### config.mk
export PLATFORM = sky130hd
export DESIGN_NAME = cvrt_bin_gry_pipe
export DESIGN_NICKNAME = d
export VERILOG_FILES = /design/src/rtl/cvrt_pkg.sv /design/src/rtl/cvrt_bin_gry.sv /design/src/rtl/cvrt_bin_gry_pipe.sv
export SDC_FILE = /design/constraint.sdc
export NUM_CORES = 1
export LEC_CHECK = 0
export CAP_MARGIN = 10
export CORE_MARGIN = 2
export CORE_UTILIZATION = 49
export CTS_BUF_LIST = sky130_fd_sc_hd__clkbuf_4
export DETAILED_ROUTE_END_ITERATION = 6
export DONT_BUFFER_PORTS = 1
export GPL_TIMING_DRIVEN = 0
export PLACE_DENSITY = 0.75
export SLEW_MARGIN = 20
export SYNTH_ARGS = -nofsm -noshare
export SYNTH_HDL_FRONTEND = slang
export SYNTH_SLANG_ARGS = --single-unit
### constraint.sdc
create_clock -name i_clk -period 2.5 [get_ports i_clk]
set_clock_uncertainty 0.2 [all_clocks]
set_input_delay 0 -clock i_clk [delete_from_list [all_inputs] [get_ports i_clk]]
set_output_delay 0 -clock i_clk [all_outputs]
set_load 0.03 [all_outputs]
### src/rtl/cvrt_pkg.sv
// Shared helpers for the binary<->Gray converter pair.
// Functions take words zero-extended to CVRT_MAX_W so both converter sides can reuse them at any width.
package cvrt_pkg;

  localparam int CVRT_MAX_W = 32;

  function automatic logic [CVRT_MAX_W-1:0] f_bin2gry(input logic [CVRT_MAX_W-1:0] bin);
    return bin ^ (bin >> 1);
  endfunction

  // True when a and b differ in exactly one bit position.
  function automatic logic f_onehot_diff(input logic [CVRT_MAX_W-1:0] a,
                                         input logic [CVRT_MAX_W-1:0] b);
    return ($countones(a ^ b) == 1);
  endfunction

endpackage

### src/rtl/cvrt_bin_gry.sv
// Pure combinational binary-to-Gray encoder; MSB passes through unchanged.
module cvrt_bin_gry #(
  parameter int DATA_WIDTH = 4
) (
  input  logic [DATA_WIDTH-1:0] i_bin,
  output logic [DATA_WIDTH-1:0] o_gry
);
  import cvrt_pkg::*;

  assign o_gry = DATA_WIDTH'(f_bin2gry(CVRT_MAX_W'(i_bin)));

endmodule

### src/rtl/cvrt_bin_gry_pipe.sv
// Streaming binary-to-Gray encoder with a registered output stage, one-entry skid buffer,
// and a flag marking single-bit steps between consecutively delivered words.
module cvrt_bin_gry_pipe #(
  parameter int DATA_WIDTH = 4
) (
  input  logic                  i_clk,
  input  logic                  i_rst,
  input  logic                  i_bin_vld,
  output logic                  o_bin_rdy,
  input  logic [DATA_WIDTH-1:0] i_bin,
  output logic                  o_gry_vld,
  input  logic                  i_gry_rdy,
  output logic [DATA_WIDTH-1:0] o_gry,
  output logic                  o_step
);
  import cvrt_pkg::*;

  logic [DATA_WIDTH-1:0] enc;
  logic [DATA_WIDTH-1:0] main_q, main_d;
  logic [DATA_WIDTH-1:0] skid_q, skid_d;
  logic [DATA_WIDTH-1:0] last_q, last_d;
  logic                  main_vld_q, main_vld_d;
  logic                  skid_vld_q, skid_vld_d;
  logic                  has_last_q, has_last_d;
  logic                  rdy_q, rdy_d;
  logic                  in_xfer, out_xfer;

  cvrt_bin_gry #(.DATA_WIDTH(DATA_WIDTH)) u_enc (
    .i_bin (i_bin),
    .o_gry (enc)
  );

  // Ready comes from a flop (no rdy->rdy path) but is forced low while reset is held.
  assign o_bin_rdy = rdy_q & ~i_rst;
  assign o_gry_vld = main_vld_q;
  assign o_gry     = main_q;
  assign in_xfer   = i_bin_vld & o_bin_rdy;
  assign out_xfer  = main_vld_q & i_gry_rdy;
  assign o_step    = main_vld_q & has_last_q &
                     f_onehot_diff(CVRT_MAX_W'(main_q), CVRT_MAX_W'(last_q));

  always_comb begin
    main_d     = main_q;
    main_vld_d = main_vld_q;
    skid_d     = skid_q;
    skid_vld_d = skid_vld_q;
    last_d     = last_q;
    has_last_d = has_last_q;

    if (!main_vld_q) begin
      if (in_xfer) begin
        main_d     = enc;
        main_vld_d = 1'b1;
      end
    end else if (out_xfer) begin
      if (skid_vld_q) begin
        main_d = skid_q;
        if (in_xfer) skid_d     = enc;
        else         skid_vld_d = 1'b0;
      end else if (in_xfer) begin
        main_d = enc;
      end else begin
        main_vld_d = 1'b0;
      end
    end else if (in_xfer) begin
      skid_d     = enc;
      skid_vld_d = 1'b1;
    end

    if (out_xfer) begin
      last_d     = main_q;
      has_last_d = 1'b1;
    end

    rdy_d = ~skid_vld_d;
  end

  always_ff @(posedge i_clk) begin
    if (i_rst) begin
      main_q     <= '0;
      main_vld_q <= 1'b0;
      skid_q     <= '0;
      skid_vld_q <= 1'b0;
      last_q     <= '0;
      has_last_q <= 1'b0;
      rdy_q      <= 1'b1;
    end else begin
      main_q     <= main_d;
      main_vld_q <= main_vld_d;
      skid_q     <= skid_d;
      skid_vld_q <= skid_vld_d;
      last_q     <= last_d;
      has_last_q <= has_last_d;
      rdy_q      <= rdy_d;
    end
  end

endmodule

==> metrics.yaml <==
drc: 0
r2r_slack_ns: 0.28
die_h_um: 46.2
first_pass_iters: 4
layout-drive-gt1-share_pct: 19.6
worstMarginPinSlew_ns: 0.656
p_per_area_nw_per_um2: 488
synth_fp_nets: 108
io_buffer_count: 0
grt_pass1_wl_um: 3250
critPathKind: "reg2out"
h-tree-depth: 1
clock-sinks: 16
crit_required_ns: 2.30
critPathBufInv: 0
cts.clk_slew.worst_paths_ns: 0.09
ios: 15
routed_via_density: 5.97
drv_slew: 0
crit_path_max_fanout: 4
grt_max_degree: 11
syn_area_um2: 871
place.gp.congestion: 0.835
first_iter_violations: 46
yosys_warnings: 0
synth_seq_area_share_pct: 36.8
status: "complete, no violations"
final-hold-violation-count: 0
relSlewSlack_pct: 56.1
finalPower_uw: 530
antenna_found_initial: 0
clock_latency_ns: 0.28
ir_drop_v: 0.000368
crit_arrival_ns: 2.17
slowest_delay_ns: 0.48
fp.dieW_um: 46.2
worstSetupEndpointType: "output port"
syn2layout_area_growth_pct: 24.7
yosys.cell_types.count: 30
core_area_um2: 1690
ant_nets: 0
reg2reg_depth: 5
power_leakage_nw: 0.399
fp.dieArea_um2: 2130
cts_buffer_depth: 2
max_cap_violations: 0
routedWlPerCell_um: 15.4
fillCellCount: 135
post-route-min-period_ns: 2.37
start_kind: "flip-flop"
hold_depth: 4
synth-seq-cells: 16
avgSynthCellArea_um2: 8.98
min_path_type: "in2reg"
track_usage_pct: 21.4
rows: 15
gr-total-overflow: 0
vias: 770
path_depth: 5
grt_pass1_vias: 767
cp_top_family: "adder cells"
dpl.hpwl_um: 1330
post-route-period-util_pct: 94.9
worst_path_max_delay_cell: "fa_1"
final_nets: 124
wirelength_um: 1990
worstPathCellList: "xor2_2 -> fa_1 -> ha_1 -> ha_4 -> nor3_4"
numCtsBuffers: 3
cts_root_buf: "clkbuf_4"
grt_setup_unrepaired: "false"
n_antenna_cell: 0
fmax_mhz: 422
setup_viol: 0
fin_setup_tns_ns: 0
postSynthCellCount: 97
initial_core_util_pct: 51.6
cts_tree: "yes"
-- metal layers --
| metal | up-vias | GRT usage (%) | wire length [µm] |
|---|---|---|---|
| li1 | 383 | - | - |
| met1 | 357 | 23.6 | 800 |
| met2 | 28 | 38.6 | 1030 |
| met3 | 2 | 7.45 | 142 |
| met4 | 0 | 5.14 | 14 |
| met5 | - | 0 | 0 |
-- worst min-delay path: stages --
cell and delay [ns]:
and3b_1 0.16, buf_6 0.13, nand2_1 0.08, a21oi_1 0.07
-- placed cells by master, fill, tap and decap left out, types with 2 or more instances in the layout --
cell type / count
nor3_1: 3
xor2_2: 3
nand3_1: 5
nand2_1: 9
buf_6: 2
a21oi_2: 2
a31oi_1: 4
nor4_1: 3
a221oi_2: 2
dfxtp_1: 13
inv_1: 3
nand3b_1: 2
dlygate4sd3_1: 11
xor2_1: 4
o31ai_1: 2
dfxtp_4: 3
nand2b_1: 2
buf_2: 3
a21oi_1: 11
nor2b_1: 3
clkbuf_4: 3
o21ai_0: 4
-- kinds of logic after synthesis --
kind of cell	count (synthesis)	share of synthesized area, %
AO/OA/AOI/OAI	29	23.3
XOR/XNOR	7	7.04
adder cells (fa/ha/maj)	3	5.17
buffers and inverters	9	6.03
flip-flops	16	36.8
AND/OR/NAND/NOR	33	21.7
-- state kept, by name (all words and copies together) (netlist names) --
signal,cells
skid_vld_q,1
has_last_q,1
o_gry_vld,1
o_gry,4
rdy_q,1
skid_q,4
last_q,4
-- path summary, 6_finish.rpt --
check                         startpoint                endpoint
setup / recovery   o_gry[0]$_SDFFE_PP0P_                  o_step
hold / removal                 i_bin_vld   skid_vld_q$_SDFF_PP0_
setup reg to reg    o_gry_vld$_SDFF_PP0_   o_gry[2]$_SDFFE_PP0P_
hold reg to reg   last_q[2]$_SDFFE_PP0N_  last_q[2]$_SDFFE_PP0N_
-- synth_stat cells (all sizes together) --
master | count | area (µm²)
ha | 2 | 25.0
o31ai | 2 | 15.0
dfxtp | 16 | 320
buf | 5 | 37.5
a221oi | 2 | 30.0
fa | 1 | 20.0
nand4 | 1 | 6.26
nand3 | 5 | 25.0
a21o | 1 | 7.51
nand2 | 9 | 33.8
and2 | 1 | 6.26
nand3b | 3 | 35.0
inv | 3 | 11.3
nor2 | 1 | 3.75
o21ai | 5 | 25.0
clkbuf | 1 | 3.75
and3b | 1 | 8.76
xor2 | 7 | 61.3
nand2b | 2 | 12.5
o32ai | 1 | 16.3
nor2b | 3 | 18.8
a21oi | 13 | 72.6
o221a | 1 | 11.3
nor3 | 4 | 20.0
nor4 | 3 | 18.8
a31oi | 4 | 25.0
-- final cells by class --
type / count / area, µm² / area share (%)
Clock inverter: 1 / 3.75 / 0.346
Buffer: 6 / 41.3 / 3.80
Multi-Input combinational cell: 72 / 544 / 50.1
Tap cell: 17 / 21.3 / 1.96
Timing Repair Buffer: 11 / 110 / 10.1
Inverter: 3 / 11.3 / 1.04
Sequential cell: 16 / 332 / 30.5
Clock buffer: 3 / 22.5 / 2.07
-- timing repair --
item / CTS / global route
hold buffers: 11 / 0
setup endpoints to repair: 1 / 1
setup buffers: 0 / 0
pin swaps: 1 / 3
cloned: 0 / 0
resized for setup: 4 / 7
hold endpoints to repair: 16 / 0
-- per-stage QoR --
step / setup WS [ns] / std cells / hold slack, ns / cell area, µm² / utilization, %
2_1_floorplan: 0.166 / 97 / -0.0500 / 876 / -
3_3_place_gp: 0.102 / 114 / -0.0330 / 897 / 53.1
3_5_place_dp: 0.0565 / 114 / -0.0347 / 897 / 53.1
4_1_cts: 0.0288 / 129 / 0.00279 / 1040 / 61.8
5_1_grt: 0.0514 / 129 / 0.0190 / 1090 / 64.3
6_report: 0.128 / 129 / 0.00634 / 1090 / 64.3
-- where the power goes --
part	total, mW	switching, mW	internal (mW)
Combinational	0.107	0.0601	0.0473
Clock	0.136	0.0784	0.0580
Sequential	0.287	0.0223	0.264
Total	0.530	0.161	0.370
Power figures use the tool's default switching activity.
